<file path="src/rtl/chunk_serial_adder_if.sv">
// Handshake and operand/result bundle for chunk_serial_adder.
// The master drives operands and out_ready; the slave returns in_ready and the result.
interface chunk_serial_adder_if #(
    parameter int WIDTH = 8
);
    logic             in_valid;
    logic             in_ready;
    logic [WIDTH-1:0] a;
    logic [WIDTH-1:0] b;
    logic             c_in;
    logic             sub;
    logic             out_valid;
    logic             out_ready;
    logic [WIDTH-1:0] sum;
    logic             c_out;

    modport master (
        output in_valid, a, b, c_in, sub, out_ready,
        input  in_ready, out_valid, sum, c_out
    );

    modport slave (
        input  in_valid, a, b, c_in, sub, out_ready,
        output in_ready, out_valid, sum, c_out
    );
endinterface

</file>
<file path="src/rtl/chunk_serial_adder.sv">
// Multi-cycle adder: WIDTH-bit a + b + c_in, CHUNK bits per clock, carry held in a flop.
// Define CHUNK_SERIAL_ADDER_SUB_EN to honour the sub input (a - b, c_out = no-borrow).
module chunk_serial_adder #(
    parameter int WIDTH = 8,
    parameter int CHUNK = 2
) (
    input  logic                clk,
    input  logic                rst,
    chunk_serial_adder_if.slave bus
);
    localparam int STEPS = WIDTH / CHUNK;
    localparam int CNT_W = (STEPS > 1) ? $clog2(STEPS) : 1;

    typedef enum logic [1:0] {IDLE, RUN, DONE} state_t;

    state_t           state_q;
    logic [WIDTH-1:0] op_a_q;
    logic [WIDTH-1:0] op_b_q;
    logic [WIDTH-1:0] acc_q;
    logic [WIDTH-1:0] sum_q;
    logic             carry_q;
    logic             c_out_q;
    logic             out_valid_q;
    logic [CNT_W-1:0] cnt_q;

    logic [CHUNK:0]   chunk_sum_d;
    logic [WIDTH-1:0] acc_d;
    logic [WIDTH-1:0] op_b_load_d;
    logic             carry_load_d;

`ifdef CHUNK_SERIAL_ADDER_SUB_EN
    // Subtraction as a + ~b + 1; the final carry is then the no-borrow flag.
    assign op_b_load_d  = bus.sub ? ~bus.b : bus.b;
    assign carry_load_d = bus.sub ? 1'b1   : bus.c_in;
`else
    logic unused_sub;
    assign unused_sub   = bus.sub;
    assign op_b_load_d  = bus.b;
    assign carry_load_d = bus.c_in;
`endif

    always_comb begin
        chunk_sum_d = {1'b0, op_a_q[CHUNK-1:0]} + {1'b0, op_b_q[CHUNK-1:0]}
                    + {{CHUNK{1'b0}}, carry_q};
        // Result chunks enter at the MSB end so the LSB chunk lands at bit 0 after STEPS shifts.
        acc_d = (acc_q >> CHUNK) | (WIDTH'(chunk_sum_d[CHUNK-1:0]) << (WIDTH - CHUNK));
    end

    always_ff @(posedge clk) begin
        if (rst) begin
            state_q     <= IDLE;
            op_a_q      <= '0;
            op_b_q      <= '0;
            acc_q       <= '0;
            sum_q       <= '0;
            carry_q     <= 1'b0;
            c_out_q     <= 1'b0;
            out_valid_q <= 1'b0;
            cnt_q       <= '0;
        end else begin
            case (state_q)
                IDLE: begin
                    if (bus.in_valid) begin
                        op_a_q  <= bus.a;
                        op_b_q  <= op_b_load_d;
                        carry_q <= carry_load_d;
                        acc_q   <= '0;
                        cnt_q   <= '0;
                        state_q <= RUN;
                    end
                end
                RUN: begin
                    op_a_q  <= op_a_q >> CHUNK;
                    op_b_q  <= op_b_q >> CHUNK;
                    carry_q <= chunk_sum_d[CHUNK];
                    acc_q   <= acc_d;
                    cnt_q   <= cnt_q + 1'b1;
                    if (cnt_q == CNT_W'(STEPS - 1)) begin
                        sum_q       <= acc_d;
                        c_out_q     <= chunk_sum_d[CHUNK];
                        out_valid_q <= 1'b1;
                        state_q     <= DONE;
                    end
                end
                DONE: begin
                    if (bus.out_ready) begin
                        out_valid_q <= 1'b0;
                        state_q     <= IDLE;
                    end
                end
                default: state_q <= IDLE;
            endcase
        end
    end

    assign bus.in_ready  = (state_q == IDLE);
    assign bus.out_valid = out_valid_q;
    assign bus.sum       = sum_q;
    assign bus.c_out     = c_out_q;
endmodule

</file>
<file path="src/flat_wrapper.sv">
// flat-port wrapper written by rule: the top's interface ports become plain ports
module chunk_serial_adder_flat 
#(
    parameter int WIDTH = 8,
    parameter int CHUNK = 2
)
  (clk, rst, bus_in_valid, bus_a, bus_b, bus_c_in, bus_sub, bus_out_ready, bus_in_ready, bus_out_valid, bus_sum, bus_c_out);
  chunk_serial_adder_if #(.WIDTH(WIDTH)) bus_i ();
  input  logic clk;
  input  logic rst;
  input wire logic [$bits(bus_i.in_valid)-1:0] bus_in_valid;
  input wire logic [$bits(bus_i.a)-1:0] bus_a;
  input wire logic [$bits(bus_i.b)-1:0] bus_b;
  input wire logic [$bits(bus_i.c_in)-1:0] bus_c_in;
  input wire logic [$bits(bus_i.sub)-1:0] bus_sub;
  input wire logic [$bits(bus_i.out_ready)-1:0] bus_out_ready;
  output wire logic [$bits(bus_i.in_ready)-1:0] bus_in_ready;
  output wire logic [$bits(bus_i.out_valid)-1:0] bus_out_valid;
  output wire logic [$bits(bus_i.sum)-1:0] bus_sum;
  output wire logic [$bits(bus_i.c_out)-1:0] bus_c_out;
  assign bus_i.in_valid = bus_in_valid;
  assign bus_i.a = bus_a;
  assign bus_i.b = bus_b;
  assign bus_i.c_in = bus_c_in;
  assign bus_i.sub = bus_sub;
  assign bus_i.out_ready = bus_out_ready;
  assign bus_in_ready = bus_i.in_ready;
  assign bus_out_valid = bus_i.out_valid;
  assign bus_sum = bus_i.sum;
  assign bus_c_out = bus_i.c_out;
  chunk_serial_adder #(.WIDTH(WIDTH), .CHUNK(CHUNK)) u_core (.clk(clk), .rst(rst), .bus(bus_i));
endmodule
</file>
<file path="config.mk">
export PLATFORM = sky130hd
export DESIGN_NAME = chunk_serial_adder_flat
export DESIGN_NICKNAME = d
export VERILOG_FILES = /design/src/rtl/chunk_serial_adder_if.sv /design/src/rtl/chunk_serial_adder.sv /design/src/flat_wrapper.sv
export SDC_FILE = /design/constraint.sdc
export NUM_CORES = 1
export LEC_CHECK = 0
export BUFFER_PORTS_ARGS = -buffer_cell sky130_fd_sc_hd__buf_2
export CORE_MARGIN = 3
export CORE_UTILIZATION = 25
export DETAILED_ROUTE_END_ITERATION = 10
export PLACE_DENSITY_LB_ADDON = 0.12
export SLEW_MARGIN = 20
export SYNTH_ARGS = -nofsm -noshare
export SYNTH_HDL_FRONTEND = slang
export SYNTH_SLANG_ARGS = --single-unit
</file>
<file path="constraint.sdc">
create_clock -name clk -period 4.02 [get_ports clk]
set_clock_uncertainty 0.15 [all_clocks]
set_input_delay 0.201 -clock clk [delete_from_list [all_inputs] [get_ports clk]]
set_output_delay 0.201 -clock clk [all_outputs]
set_load 0.01 [all_outputs]
</file>
==> run summary <==
Initial DRC Count: 37
die area: 7714 sq um
CTS buffer count: 5
initial antenna violation count: 0
via/cell ratio: 4.500
R2R depth: 5
post-synthesis register bit count: 37
final setup violation count: 0
Ports: 33
Die X: 87.83 um
max_slew headroom: 0.4384
final instance area: 1929 sq um
layout cells sized above 1: 0.3333
Synth Area per Inst: 9.965 sq um
diode count: 0
clk slew on worst S/H paths: 0.07 ns
total track usage: 0.09197
Max Fanout on Critical Path: 26
vias in the first global route: 1,230
kind of critical path: flop to flop
Tmin final: 1.969 ns
critical path required time: 4.07 ns
Area after DPL: 1833 sq um
Hold Vio Cnt, Final: 0
FILL cells: 680
Post-DP HPWL: 2326 um
Bufs on Longest Clock Path: 2
Initial Util: 0.2607
CTS Sinks: 37
core area: 6422 sq um
Final Core Density: 0.3004
first-pass GRT wire length: 5451 um
CP Launch Type: flop
total setup buffers inserted after CTS: 0
Post-Syn Instances: 168
result of the run: finished, final reports clean
Max Clk Rate: 507.8 MHz
Root Driver: clkbuf_8
Syn-to-layout area delta: 15.25%
multi-input logic area: 792.0 sq um
RSZ-0062 raised after global routing: no
nets: 220
Min-Delay Startpoint: bus_b[6]
hold endpoint: u_core.op_b_q[6]
reg-to-reg critical path startpoint: u_core.state_q[0]
synth warn: 0
WP data arrival: 2.02 ns
worst reg2reg setup slack: 2.05 ns
element type at the critical path end: flop
Mapped Nets: 193
Worst-Margin Slew: 0.8406 ns
r2r endpoint: u_core.op_b_q[5]
worst IR drop on VDD: 0.1151 mV
GRT Residual Overflow: 0
DR DRC count: 0
DRT Pass-1 Iters: 4
Sequential cell area: 740.7 sq um
Hold Path Depth: 3
Final period util: 0.4899
Hold Path Class: input port to flop
Static Leakage: 0.7712 nW
DRT antenna net count: 0
Slew Viols, Final: 0
register area share after synthesis: 0.4425
via count: 1,224
max-cap viol count: 0
pin count of the biggest net entering global routing: 38
CTS tree: built
I/O Buffers: 31
htree depth: 2
die height: 87.83 um
clk_lat worst skew: 0.28 ns
Synth Cell Area: 1674 sq um
gpl congestion: 0.6752
Synth cell types: 26
Std-Cell Rows: 29
Power Density: 389.1 nW/um^2
cts hold-fix bufs: 1
Fin Setup TNS: 0 ns
# resized after CTS: 0
drt wl/cell: 11.86 um
wirelength, routed: 3226 um
## worst max-delay path, stage by stage, from the launching register on
cell and delay (ns):
dfxtp_1 0.31, buf_4 0.30, o21ba_2 0.69, buf_4 0.23, nor2_2 0.03, a211oi_2 0.17
## per-layer routing
| metal | GRT usage | part of all wire | vias to the layer above |
|---|---|---|---|
| met1 | 0.1081 | 0.45 | 574 |
| met4 | 0.03766 | 0.016 | 0 |
| met5 | 0 | 0 | - |
| met2 | 0.1500 | 0.49 | 21 |
| met3 | 0.03575 | 0.043 | 6 |
| li1 | - | - | 623 |
## stage by stage
step	worst slack, ns	hold slack, ns	power, mW	cells
finish	2.051	0.01447	0.7508	272
global placement	1.664	0.2949	0.5039	264
CTS	2.004	0.008395	0.7678	272
global route	1.885	0.02187	0.7948	272
detailed placement	2.017	0.2946	0.5051	264
floorplan	2.227	0.1993	0.4852	168
## cells in the final DEF (no fill, tap or decap), drive strengths merged, types with 2 or more instances in the layout
master  Yosys  routed
dfxtp      37      37
nand2      13      13
a211oi     16      16
a21oi       9       9
clkbuf      2       7
mux2i      15      15
fa          2       2
buf        12      33
a22oi      10      10
nor2       32      32
inv         9       9
## cell families (layout without fill, tap and decap cells)
logic type,after synthesis,count (layout),share of synthesized area
flops,37,37,0.4425
compound gates,39,39,0.2123
mux,15,15,0.08968
buf+inv,23,50,0.08445
fa+ha+maj,3,3,0.03139
simple gates,51,51,0.1398
## worst max path at each step
stage / from / to / slack (ns)
4_1_cts: u_core.state_q[0] / u_core.op_b_q[5] / 2.00
3_5_place_dp: u_core.state_q[0] / u_core.op_b_q[5] / 2.02
5_1_grt: u_core.state_q[0] / u_core.op_b_q[5] / 1.89
2_1_floorplan: u_core.carry_q / u_core.acc_q[7] / 2.23
3_3_place_gp: u_core.state_q[0] / u_core.op_b_q[5] / 1.66
6_report: u_core.state_q[0] / u_core.op_b_q[5] / 2.05
## sequential cells by signal, indices dropped and copies added (netlist names)
register,cells
u_core.state_q,2
u_core.acc_q,6
u_core.op_a_q,8
u_core.op_b_q,8
u_core.bus.out_valid,1
u_core.bus.sum,8
u_core.carry_q,1
u_core.cnt_q,2
u_core.bus.c_out,1
## cells in the mapped netlist
master / n / area [sq um]
ha_1: 1 / 12.51
nand2b_1: 1 / 6.260
mux2i_1: 15 / 150.1
a21oi_1: 9 / 45.04
buf_2: 5 / 25.02
clkbuf_1: 2 / 7.510
fa_1: 2 / 40.04
buf_4: 2 / 15.01
nor2_1: 25 / 93.84
dfxtp_1: 37 / 740.7
nor3_1: 1 / 5.000
inv_1: 9 / 33.78
a2bb2oi_1: 1 / 8.760
a32oi_1: 1 / 8.760
and3b_2: 1 / 10.01
buf_8: 1 / 15.01
nor2b_1: 1 / 6.260
nor3b_2: 1 / 12.51
buf_6: 4 / 45.04
a22oi_1: 10 / 75.07
nand3b_1: 1 / 7.510
o21ba_1: 1 / 10.01
o21bai_1: 1 / 7.510
nor2_2: 7 / 43.79
nand2_1: 13 / 48.80
a211oi_2: 16 / 200.2
## cell type report
| class | count | area share |
|---|---|---|
| Clock buffer | 7 | 0.04475 |
| Sequential cell | 37 | 0.3839 |
| Multi-Input combinational cell | 108 | 0.4105 |
| Timing Repair Buffer | 34 | 0.09339 |
| Inverter | 9 | 0.01751 |
| Tap cell | 77 | 0.04994 |
## power by group
group / leakage (nW) / internal, mW / switching (mW)
logic: 0.424 / 0.0442 / 0.0558
registers: 0.303 / 0.384 / 0.0106
clock network: 0.0443 / 0.136 / 0.120
Note: power is estimated with default switching activity, not from simulation.
